**config.mk**
```make
export PLATFORM = sky130hd
export DESIGN_NAME = alu_uart_sequencer_flat
export DESIGN_NICKNAME = d
export VERILOG_FILES = /design/src/rtl/alu_uart_sequencer_if.sv /design/src/rtl/alu_uart_sequencer.sv /design/src/flat_wrapper.sv
export SDC_FILE = /design/constraint.sdc
export NUM_CORES = 1
export LEC_CHECK = 0
export ABC_AREA = 1
export CAP_MARGIN = 20
export CORE_AREA = 8 8 69 71
export CTS_CLUSTER_DIAMETER = 40
export DETAILED_ROUTE_END_ITERATION = 7
export DIE_AREA = 0 0 77 79
export HOLD_SLACK_MARGIN = 0.06
export MAX_ROUTING_LAYER = met4
export PLACE_DENSITY = 0.75
export SLEW_MARGIN = 20
export SYNTH_ARGS = -nofsm -noshare
export SYNTH_HDL_FRONTEND = slang
export SYNTH_SLANG_ARGS = --single-unit
```
**constraint.sdc**
```tcl
create_clock -name i_clk -period 1.7 [get_ports i_clk]
set_input_delay 0.17 -clock i_clk [delete_from_list [all_inputs] [get_ports i_clk]]
set_output_delay 0.17 -clock i_clk [all_outputs]
set_load 0.02 [all_outputs]
```
**src/rtl/alu_uart_sequencer_if.sv**
```systemverilog
// Bus bundle between the frame sequencer and its surroundings:
// UART receiver, combinational ALU, UART transmitter and status pulses.
// The master modport is the sequencer's view; slave is the environment's.
interface alu_uart_sequencer_if #(
    parameter int NB_DATA = 8,
    parameter int NB_CODE = 6
) ();
    logic               i_rx_done;
    logic [NB_DATA-1:0] i_rx_data;
    logic [NB_DATA-1:0] o_alu_a;
    logic [NB_DATA-1:0] o_alu_b;
    logic [NB_CODE-1:0] o_alu_op;
    logic [NB_DATA-1:0] i_alu_result;
    logic               o_tx_start;
    logic [NB_DATA-1:0] o_tx_data;
    logic               i_tx_done;
    logic               o_busy;
    logic               o_overrun;
    logic               o_frame_err;

    modport master (
        input  i_rx_done,
        input  i_rx_data,
        input  i_alu_result,
        input  i_tx_done,
        output o_alu_a,
        output o_alu_b,
        output o_alu_op,
        output o_tx_start,
        output o_tx_data,
        output o_busy,
        output o_overrun,
        output o_frame_err
    );

    modport slave (
        output i_rx_done,
        output i_rx_data,
        output i_alu_result,
        output i_tx_done,
        input  o_alu_a,
        input  o_alu_b,
        input  o_alu_op,
        input  o_tx_start,
        input  o_tx_data,
        input  o_busy,
        input  o_overrun,
        input  o_frame_err
    );
endinterface

```
**src/rtl/alu_uart_sequencer.sv**
```systemverilog
// Frame sequencer: collects operand A, operand B and opcode bytes from the
// UART receiver, presents them to the ALU, captures the result and sends it
// back through the UART transmitter with a start/done handshake.
// Optional inter-byte timeout is enabled by defining SEQ_TIMEOUT_EN; without
// it no timeout counter exists and o_frame_err stays 0.
//
// state   | meaning
// --------+-------------------------------------------------------------
// GET_A   | idle, waiting for operand A byte
// GET_B   | waiting for operand B byte (timeout counting when enabled)
// GET_OP  | waiting for opcode byte (timeout counting when enabled)
// EXEC    | one cycle, ALU result captured into the tx register
// SEND    | one cycle, o_tx_start high
// WAIT_TX | waiting for transmitter done pulse
module alu_uart_sequencer #(
    parameter int NB_DATA        = 8,
    parameter int NB_CODE        = 6,
    parameter int TIMEOUT_CYCLES = 1_000_000
) (
    input logic                  i_clk,
    input logic                  i_reset,
    alu_uart_sequencer_if.master bus
);

    typedef enum logic [2:0] {
        GET_A   = 3'd0,
        GET_B   = 3'd1,
        GET_OP  = 3'd2,
        EXEC    = 3'd3,
        SEND    = 3'd4,
        WAIT_TX = 3'd5
    } state_t;

    state_t state;
    state_t state_next;

    logic               ld_a;
    logic               ld_b;
    logic               ld_op;
    logic               ld_res;
    logic               clr_data;
    logic               clr_res;
    logic               overrun_next;
    logic               tmr_expired;

    logic [NB_DATA-1:0] alu_a_q;
    logic [NB_DATA-1:0] alu_b_q;
    logic [NB_CODE-1:0] alu_op_q;
    logic [NB_DATA-1:0] tx_data_q;
    logic               tx_start_q;
    logic               busy_q;
    logic               overrun_q;

    // State register; reset lands in GET_A immediately.
    always_ff @(posedge i_clk or posedge i_reset) begin
        if (i_reset) begin
            state <= GET_A;
        end else begin
            state <= state_next;
        end
    end

    // Next-state decode and datapath load/clear strobes.
    always_comb begin
        state_next   = state;
        ld_a         = 1'b0;
        ld_b         = 1'b0;
        ld_op        = 1'b0;
        ld_res       = 1'b0;
        clr_data     = 1'b0;
        clr_res      = 1'b0;
        overrun_next = 1'b0;
        case (state)
            GET_A: begin
                if (bus.i_rx_done) begin
                    ld_a       = 1'b1;
                    state_next = GET_B;
                end
            end
            GET_B: begin
                // A byte arriving on the expiry cycle still wins.
                if (bus.i_rx_done) begin
                    ld_b       = 1'b1;
                    state_next = GET_OP;
                end else if (tmr_expired) begin
                    clr_data   = 1'b1;
                    state_next = GET_A;
                end
            end
            GET_OP: begin
                if (bus.i_rx_done) begin
                    ld_op      = 1'b1;
                    state_next = EXEC;
                end else if (tmr_expired) begin
                    clr_data   = 1'b1;
                    state_next = GET_A;
                end
            end
            EXEC: begin
                ld_res       = 1'b1;
                overrun_next = bus.i_rx_done;
                state_next   = SEND;
            end
            SEND: begin
                overrun_next = bus.i_rx_done;
                state_next   = WAIT_TX;
            end
            WAIT_TX: begin
                overrun_next = bus.i_rx_done;
                if (bus.i_tx_done) begin
                    state_next = GET_A;
                end
            end
            default: begin
                clr_data   = 1'b1;
                clr_res    = 1'b1;
                state_next = GET_A;
            end
        endcase
    end

    // Operand, opcode and result registers plus registered status outputs.
    always_ff @(posedge i_clk or posedge i_reset) begin
        if (i_reset) begin
            alu_a_q    <= '0;
            alu_b_q    <= '0;
            alu_op_q   <= '0;
            tx_data_q  <= '0;
            tx_start_q <= 1'b0;
            busy_q     <= 1'b0;
            overrun_q  <= 1'b0;
        end else begin
            if (clr_data) begin
                alu_a_q  <= '0;
                alu_b_q  <= '0;
                alu_op_q <= '0;
            end else begin
                if (ld_a) begin
                    alu_a_q <= bus.i_rx_data;
                end
                if (ld_b) begin
                    alu_b_q <= bus.i_rx_data;
                end
                if (ld_op) begin
                    alu_op_q <= bus.i_rx_data[NB_CODE-1:0];
                end
            end
            if (clr_res) begin
                tx_data_q <= '0;
            end else if (ld_res) begin
                tx_data_q <= bus.i_alu_result;
            end
            tx_start_q <= (state_next == SEND);
            busy_q     <= (state_next == EXEC) || (state_next == SEND) ||
                          (state_next == WAIT_TX);
            overrun_q  <= overrun_next;
        end
    end

`ifdef SEQ_TIMEOUT_EN
    localparam int NB_TMR = (TIMEOUT_CYCLES > 1) ? $clog2(TIMEOUT_CYCLES) : 1;
    localparam logic [NB_TMR-1:0] TMR_LAST = NB_TMR'(TIMEOUT_CYCLES - 1);

    logic [NB_TMR-1:0] tmr_q;
    logic              tmr_run;
    logic              frame_err_q;

    assign tmr_run     = (state == GET_B) || (state == GET_OP);
    assign tmr_expired = tmr_run && (tmr_q == TMR_LAST);

    // Inter-byte timer: runs only mid-frame, restarts on every accepted byte.
    always_ff @(posedge i_clk or posedge i_reset) begin
        if (i_reset) begin
            tmr_q       <= '0;
            frame_err_q <= 1'b0;
        end else begin
            if (!tmr_run || bus.i_rx_done || tmr_expired) begin
                tmr_q <= '0;
            end else begin
                tmr_q <= tmr_q + NB_TMR'(1);
            end
            frame_err_q <= tmr_expired && !bus.i_rx_done;
        end
    end

    assign bus.o_frame_err = frame_err_q;
`else
    assign tmr_expired     = 1'b0;
    assign bus.o_frame_err = 1'b0;
`endif

    assign bus.o_alu_a    = alu_a_q;
    assign bus.o_alu_b    = alu_b_q;
    assign bus.o_alu_op   = alu_op_q;
    assign bus.o_tx_data  = tx_data_q;
    assign bus.o_tx_start = tx_start_q;
    assign bus.o_busy     = busy_q;
    assign bus.o_overrun  = overrun_q;

endmodule
```
**src/flat_wrapper.sv**
```systemverilog
// flat-port wrapper written by rule: the top's interface ports become plain ports
module alu_uart_sequencer_flat 
#(
    parameter int NB_DATA        = 8,
    parameter int NB_CODE        = 6,
    parameter int TIMEOUT_CYCLES = 1_000_000
)
  (i_clk, i_reset, bus_i_rx_done, bus_i_rx_data, bus_i_alu_result, bus_i_tx_done, bus_o_alu_a, bus_o_alu_b, bus_o_alu_op, bus_o_tx_start, bus_o_tx_data, bus_o_busy, bus_o_overrun, bus_o_frame_err);
  alu_uart_sequencer_if #(.NB_DATA(NB_DATA), .NB_CODE(NB_CODE)) bus_i ();
  input logic i_clk;
  input logic i_reset;
  input wire logic [$bits(bus_i.i_rx_done)-1:0] bus_i_rx_done;
  input wire logic [$bits(bus_i.i_rx_data)-1:0] bus_i_rx_data;
  input wire logic [$bits(bus_i.i_alu_result)-1:0] bus_i_alu_result;
  input wire logic [$bits(bus_i.i_tx_done)-1:0] bus_i_tx_done;
  output wire logic [$bits(bus_i.o_alu_a)-1:0] bus_o_alu_a;
  output wire logic [$bits(bus_i.o_alu_b)-1:0] bus_o_alu_b;
  output wire logic [$bits(bus_i.o_alu_op)-1:0] bus_o_alu_op;
  output wire logic [$bits(bus_i.o_tx_start)-1:0] bus_o_tx_start;
  output wire logic [$bits(bus_i.o_tx_data)-1:0] bus_o_tx_data;
  output wire logic [$bits(bus_i.o_busy)-1:0] bus_o_busy;
  output wire logic [$bits(bus_i.o_overrun)-1:0] bus_o_overrun;
  output wire logic [$bits(bus_i.o_frame_err)-1:0] bus_o_frame_err;
  assign bus_i.i_rx_done = bus_i_rx_done;
  assign bus_i.i_rx_data = bus_i_rx_data;
  assign bus_i.i_alu_result = bus_i_alu_result;
  assign bus_i.i_tx_done = bus_i_tx_done;
  assign bus_o_alu_a = bus_i.o_alu_a;
  assign bus_o_alu_b = bus_i.o_alu_b;
  assign bus_o_alu_op = bus_i.o_alu_op;
  assign bus_o_tx_start = bus_i.o_tx_start;
  assign bus_o_tx_data = bus_i.o_tx_data;
  assign bus_o_busy = bus_i.o_busy;
  assign bus_o_overrun = bus_i.o_overrun;
  assign bus_o_frame_err = bus_i.o_frame_err;
  alu_uart_sequencer #(.NB_DATA(NB_DATA), .NB_CODE(NB_CODE), .TIMEOUT_CYCLES(TIMEOUT_CYCLES)) u_core (.i_clk(i_clk), .i_reset(i_reset), .bus(bus_i));
endmodule
```
# Word level (Yosys, flattened, before mapping)
# Index checks and enable logic that the tools add are counted.
word_totals:
  elab_cells: 44
  register_bits: 36
  input_bits: 20
  output_inout_bits: 34
op_classes:
  mux: 19
  n_reduce_logical: 5
  eq_ne: 12
op_table:
  columns: ["cell", "count"]
  rows:
  - ["8-bit two-way mux", 6]
  - ["3-bit one-hot mux with 6 select lines", 1]
  - ["3-bit == test, second input constant", 4]
  - ["3-bit two-way mux", 4]
  - ["6-bit two-way mux", 2]
  - ["3-bit by 2-bit == test with 1-bit output, second input constant", 3]
  - ["2-bit by 1-bit != test with 1-bit output, second input constant", 4]
  - ["1-bit two-way mux", 6]
  - ["6-bit OR reduction", 1]
  - ["3-bit by 1-bit == test with 1-bit output, second input constant", 1]
  - ["3-bit logical NOT", 1]
  - ["3-bit OR reduction", 1]
  - ["1-bit logical OR", 2]

# Longest topological paths before layout
# Gate-level depths: netlist (run 1).
depth:
  ltp_word: 5
  depth_mapped: 5
  ltp_nobuf: 5

# Least setup slack after synthesis (run 1)
# Ideal clock, no wire load.
synth_timing:
  kind: "register -> register"
  start: "register u_core.state[1]"
  end: "register u_core.alu_b_q[0], in the netlist u_core.bus.o_alu_b[0]"
  setup_time_ns: 0.119
  stages_incl_launch_ff: 6
  synth_period_minus_slack_ns: 1.079
  arrival_time_ns: 0.960
  n_path_buf: 1
  slack_ns: 0.621
  required_ns: 1.581
  cell_sequence: "dfrtp_1 -> inv_1 -> buf_6 -> nand4_2 -> nand3_1 -> nand2_1"
synth_between:
  elab_chain_len: 3
synth_rtl:
  columns: ["element", "line", "source"]
  rows:
  - ["start: declaration", "alu_uart_sequencer.sv:34", "state_t state;"]
  - ["start signal: assignment", "alu_uart_sequencer.sv:59", "state <= state_next;"]
  - ["3-bit by 2-bit == test with 1-bit output (tied with other cells)", "alu_uart_sequencer.sv:73", "case (state)"]
  - ["6-bit OR reduction (no source line) or 1-bit two-way mux (tied branches)", null, null]
  - ["2-bit by 1-bit != test with 1-bit output (no source line) or 8-bit two-way mux (tied branches)", null, null]
  - ["end signal: assignment", "alu_uart_sequencer.sv:142", "alu_b_q <= bus.i_rx_data;"]
  - ["end: declaration", "alu_uart_sequencer.sv:47", "logic [NB_DATA-1:0] alu_b_q;"]
# Parallel ways exist; a longest one is shown, timed or not.
# A chain may end at the register's enable or synchronous reset.

# Worst setup path in the final report (run 1)
layout_timing:
  start: "register u_core.alu_b_q[2], in the netlist u_core.bus.o_alu_b[2]"
  end: "output bus_o_alu_b[2]"
layout_rtl:
  columns: ["element", "line", "source"]
  rows:
  - ["end: declaration", "flat_wrapper.sv:17", "output wire logic [$bits(bus_i.o_alu_b)-1:0] bus_o_alu_b;"]
# No word-level cell between the ends.

==> results.sh, run 1 <==
export IMPL_io_pins=54
export IMPL_diodes=0
export IMPL_syn_nets=198
export IMPL_finalHoldViolCount=0
export IMPL_finalCritPeriodShare_pct=84.9
export IMPL_grt_max_degree=37
export IMPL_cts_made_buffers=5
export IMPL_cp_top_family="buffers and inverters"
export IMPL_path_buf_inv=1
export IMPL_rsz0062_at_grt="no"
export IMPL_ant_nets=0
export IMPL_track_usage_pct=12.8
export IMPL_yosysUniqueCellTypes=16
export IMPL_maxCapViolCount=0
export IMPL_drc=0
export IMPL_timing_final_ws_setup_ns=0.256
export IMPL_num_vias=1328
export IMPL_drive_above_1_share_pct=7.63
export IMPL_worst_setup_path_type="reg -> out"
export IMPL_avgSynthCellArea_um2=8.60
export IMPL_synth_seq_area_share_pct=58.9
export IMPL_skew_ns=0.00286
export IMPL_fmax_mhz=693
export IMPL_cellInternalPower_mw=2.42
export IMPL_combPwrFrac_pct=48.4
export IMPL_crit_path_end="bus_o_alu_b[2]"
export IMPL_pre_cts_ws_ns=0.262
export IMPL_vias_per_cell=4.64
export IMPL_initial_utilization_pct=40.3
export IMPL_p_clk_share_pct=15.4
export IMPL_rows=23
export IMPL_arrival_ns=1.27
export IMPL_coreArea_um2=3800
export IMPL_cts_sinks=36
export IMPL_post_cts_buffers=0
export IMPL_clk_path_buf_depth=2
export IMPL_ctsResizeCount=0
export IMPL_grt_pass1_wl_mm=6.02
export IMPL_cts_root_buf="clkbuf_8"
export IMPL_cts_hold_buffers_added=0
export IMPL_hpwl_mm=2.75
export IMPL_r2r_start="u_core.state[0]"
export IMPL_area_growth_pct=43.3
export IMPL_worstPathCellList="clkdlybuf4s50_1"
export IMPL_crit_start="u_core.bus.o_alu_b[2]"
export IMPL_wl_per_cell_um=13.0
export IMPL_fp_dieArea_um2=6080
export IMPL_drtIter0Drc=59
export IMPL_cpMaxStageDelayCell="clkdlybuf4s50_1"
export IMPL_finalSetupTns_ns=0
export IMPL_netlist_instances=178
export IMPL_routed_wl_mm=3.73
export IMPL_cts_htree_levels=2
export IMPL_cpPeakStageDelay_ns=0.62
export IMPL_antenna_found_initial=0
export IMPL_cts_tree="done"
export IMPL_clk_latency_ns=0.28
export IMPL_crit_fanout=2
export IMPL_die_h_um=79
export IMPL_dr_pass1_iters=4
export IMPL_setup_viol=0
export IMPL_hold_path_class="in -> async"
export IMPL_crit_required_ns=1.53
export IMPL_r2r_end="u_core.bus.o_alu_op[3]"
export IMPL_p_switching_mw=1.62
export IMPL_drv_slew=0
export IMPL_p_per_area_nw_per_um2=1840
export IMPL_cp_start_kind="register"
export IMPL_yosys_warnings=0
export IMPL_cp_depth=1
export IMPL_grt_overflow=0
export IMPL_grt_pass1_vias=1243
export IMPL_clk_pin_slew_ns=0.07
export IMPL_endpoint_kind="output port"
export IMPL_syn_area_um2=1530
export IMPL_ys_ff_latch=36
export IMPL_ff2ff_setup_slack_ns=0.29
export IMPL_worst_ir_drop_vdd_mv=0.768
export IMPL_swShare_pct=40.1
export IMPL_fin_crit_ns=1.44
export IMPL_io_buffers=52
export IMPL_gp_routability_congestion=0.756
export IMPL_outcome="completed"
export IMPL_seq_power_share_pct=36.3
export IMPL_r2r_cells=5
export IMPL_fp_dieW_um=77
export IMPL_nNetsFinal=255
export IMPL_p_leak_nw=1.12
==> registers in the layout (all words and copies together), names as in the netlist <==
name and count:
u_core.bus.o_busy 1, u_core.bus.o_alu_b 8, u_core.bus.o_alu_op 6, u_core.bus.o_tx_data 8
u_core.bus.o_alu_a 8, u_core.bus.o_tx_start 1, u_core.state 3, u_core.bus.o_overrun 1
==> cell type report <==
class | count | area [µm²]
clock buffers | 8 | 90.1
fillers | 368 | 1610
inverters | 16 | 60.1
multi-input cells | 120 | 528
flip-flops and latches | 36 | 901
well taps | 50 | 62.6
repair buffers | 56 | 551
==> cells by family (layout without fill, tap and decap cells) <==
| kind of cell | after synthesis | count (layout) | synth area share (%) |
|---|---|---|---|
| AO/OA/AOI/OAI | 8 | 8 | 2.62 |
| buffers and inverters | 22 | 80 | 6.62 |
| flip-flops | 36 | 36 | 58.9 |
| AND/OR/NAND/NOR | 111 | 111 | 31.6 |
| other | 1 | 1 | 0.245 |
==> power by group through the flow <==
stage | clock, mW | combinational (mW) | sequential, mW
final | 0.619 | 1.95 | 1.46
after global routing | 0.672 | 2.14 | 1.51
after CTS | 0.634 | 1.99 | 1.46
after detailed placement | 0 | 1.98 | 1.48
after global placement | 0 | 1.96 | 1.46
after floorplan | 0 | 0.682 | 1.86
==> synthesized netlist by cell type <==
cell | count | area, µm²
nand2_1 | 68 | 255
nand4_1 | 1 | 6.26
dfrtp_1 | 36 | 901
nand3_2 | 2 | 20.0
nor2_2 | 2 | 12.5
inv_2 | 2 | 7.51
nand3_1 | 25 | 125
inv_1 | 14 | 52.6
nor2_1 | 11 | 41.3
nand4_2 | 1 | 12.5
buf_2 | 3 | 15.0
conb_1 | 1 | 3.75
o21ai_0 | 8 | 40.0
buf_4 | 2 | 15.0
buf_6 | 1 | 11.3
nor2_4 | 1 | 11.3
==> how the worst min path moves through the flow <==
stage,endpoint,slack (ns),depth (start not counted)
final,u_core.bus.o_alu_a[0],0.28,3
after detailed placement,u_core.bus.o_alu_a[0],0.49,2
after CTS,u_core.bus.o_tx_data[6],0.29,3
after global placement,u_core.bus.o_tx_data[6],0.48,2
after global routing,u_core.bus.o_alu_a[0],0.32,3
after floorplan,u_core.bus.o_tx_data[0],0.29,2
==> through the flow <==
stage          instance area, µm²  power (mW)  cells  hold slack (ns)  util [%]
6_report                     2190        4.03    286            0.280      57.7
4_1_cts                      2190        4.08    286            0.292      57.7
3_3_place_gp                 2100        3.42    278            0.479      55.3
3_5_place_dp                 2100        3.46    278            0.486      55.3
5_1_grt                      2190        4.32    286            0.325      57.7
2_1_floorplan                1530        2.55    178            0.287         -
==> metal layers <==
layer | global-route usage, % | vias up | routed length [µm]
met4 | 3.96 | 0 | 28
met5 | - | - | 0
li1 | - | 671 | -
met1 | 15.5 | 608 | 1710
met3 | 5.98 | 5 | 285
met2 | 18.7 | 44 | 1710
==> placed cells by master (no fill, tap or decap), drive strengths merged <==
master	netlist	layout
nand4	2	2
buf	6	4
o21ai	8	8
nand2	68	68
dfrtp	36	36
inv	16	16
nor2	14	14
nand3	27	27
conb	1	1
clkbuf	0	8
clkdlybuf4s50	0	52
Note: power is estimated with default switching activity, not from simulation.
==> inputs of run 2 (changes only) <==
- clock period: 1.7 -> 1.4 ns (I/O delays scaled with it)
==> run 2 against run 1 <==
Worst hold slack worse by 0.090 ns. Sequential power up 20%. Clock skew up 0.0043 ns. Largest power group unchanged. Highest routed layer unchanged.
==> results.sh, run 2 (same netlist as run 1, synthesis figures left out) <==
export IMPL_outcome="completed"
export IMPL_worst_ir_drop_vdd_mv=1.11
export IMPL_hpwl_mm=2.88
export IMPL_cts_made_buffers=5
export IMPL_crit_fanout=1
export IMPL_worst_setup_path_type="reg -> out"
export IMPL_ff2ff_setup_slack_ns=0.12
export IMPL_rsz0062_at_grt="no"
export IMPL_combPwrFrac_pct=46.5
export IMPL_die_h_um=79
export IMPL_timing_final_ws_setup_ns=0.0518
export IMPL_initial_utilization_pct=40.3
export IMPL_rows=23
export IMPL_p_switching_mw=1.97
export IMPL_drc=0
export IMPL_finalHoldViolCount=0
export IMPL_cts_hold_buffers_added=0
export IMPL_path_buf_inv=1
export IMPL_fin_crit_ns=1.35
export IMPL_cp_top_family="buffers and inverters"
export IMPL_cts_tree="done"
export IMPL_place_area_um2=2130
export IMPL_io_pins=54
export IMPL_clk_latency_ns=0.29
export IMPL_skew_ns=0.00721
export IMPL_fp_dieW_um=77
export IMPL_fillers=356
export IMPL_drv_slew=0
export IMPL_drtIter0Drc=37
export IMPL_track_usage_pct=13.8
export IMPL_pre_cts_ws_ns=-0.0158
export IMPL_layout_common_cells="nand2_1, dfrtp_1, nand3_1"
export IMPL_setup_viol=0
export IMPL_cts_root_buf="clkbuf_8"
export IMPL_cellInternalPower_mw=2.94
export IMPL_grt_pass1_vias=1394
export IMPL_fin_area_um2=2270
export IMPL_finalCritPeriodShare_pct=96.3
export IMPL_cts_sinks=36
export IMPL_crit_required_ns=1.26
export IMPL_swShare_pct=40.1
export IMPL_io_buffers=52
export IMPL_grt_pass1_wl_mm=6.55
export IMPL_cpMaxStageDelayCell="clkdlybuf4s50_1"
export IMPL_post_cts_buffers=0
export IMPL_r2r_start="u_core.state[0]"
export IMPL_seq_power_share_pct=35.6
export IMPL_num_vias=1353
export IMPL_p_clk_share_pct=17.9
export IMPL_ant_nets=0
export IMPL_cp_start_kind="register"
export IMPL_coreArea_um2=3800
export IMPL_wl_per_cell_um=13.6
export IMPL_endpoint_kind="output port"
export IMPL_hold_path_class="in -> async"
export IMPL_p_leak_nw=1.45
export IMPL_worstPathCellList="clkdlybuf4s50_1"
export IMPL_grt_max_degree=37
export IMPL_antenna_found_initial=0
export IMPL_fp_dieArea_um2=6080
export IMPL_power_mw=4.91
export IMPL_clk_pin_slew_ns=0.07
export IMPL_nNetsFinal=257
export IMPL_ctsResizeCount=12
export IMPL_crit_start="u_core.bus.o_tx_start"
export IMPL_cpPeakStageDelay_ns=0.60
export IMPL_gp_routability_congestion=0.746
export IMPL_dr_pass1_iters=4
export IMPL_arrival_ns=1.21
export IMPL_maxCapViolCount=0
export IMPL_r2r_cells=5
export IMPL_vias_per_cell=4.70
export IMPL_finalSetupTns_ns=0
export IMPL_layout_commonest_cell="nand2_1"
export IMPL_r2r_end="u_core.bus.o_alu_op[0]"
export IMPL_fmax_mhz=742
export IMPL_area_growth_pct=48.3
export IMPL_clk_path_buf_depth=2
export IMPL_drive_above_1_share_pct=8.82
export IMPL_routed_wl_mm=3.92
export IMPL_grt_overflow=0
export IMPL_diodes=0
export IMPL_p_per_area_nw_per_um2=2170
export IMPL_cts_htree_levels=2
[run 2: how the worst max path moves through the flow]
stage          slack [ns]                     to  cells past startpoint
2_1_floorplan        0.32  u_core.bus.o_alu_b[0]                      5
3_3_place_gp         0.02  u_core.bus.o_alu_b[6]                      5
3_5_place_dp        -0.02  u_core.bus.o_alu_b[6]                      5
4_1_cts             0.001         bus_o_alu_b[3]                      1
5_1_grt             0.008  u_core.bus.o_alu_b[0]                      5
6_report             0.05         bus_o_tx_start                      1
[run 2: power groups by stage]
stage | combinational (mW) | clock [mW] | sequential (mW)
after floorplan | 0.828 | 0 | 2.26
after global placement | 2.43 | 0 | 1.78
after detailed placement | 2.47 | 0 | 1.79
after CTS | 2.37 | 0.900 | 1.77
after global routing | 2.52 | 0.945 | 1.82
final | 2.28 | 0.880 | 1.75
[run 2: final cells by class]
cell class	instances	area, µm²	area share, %
clock buffers	6	72.6	3.20
clock inverters	2	35.0	1.54
inverters	16	60.1	2.65
multi-input cells	120	528	23.3
flip-flops and latches	36	901	39.7
well taps	50	62.6	2.76
repair buffers	58	611	26.9
[run 2: per-layer routing]
| metal | up-vias | GRT usage (%) | share of wire, % |
|---|---|---|---|
| li1 | 671 | - | - |
| met4 | 0 | 3.40 | 1.0 |
| met1 | 631 | 15.5 | 43 |
| met2 | 45 | 22.3 | 48 |
| met5 | - | - | 0 |
| met3 | 6 | 5.98 | 7.1 |
[run 2: metrics by stage]
stage / std cells / hold WS, ns / utilization [%]
after global placement: 280 / 0.475 / 56.1
final: 288 / 0.190 / 59.7
after CTS: 288 / 0.195 / 58.5
after floorplan: 178 / 0.257 / -
after detailed placement: 280 / 0.484 / 56.1
after global routing: 288 / 0.213 / 59.7
==> inputs of run 3 (changes only) <==
- SLEW_MARGIN: 20 -> not set
==> results of run 3 <==
Same layout as run 2: the final DEF is identical, and so are final timing and power.
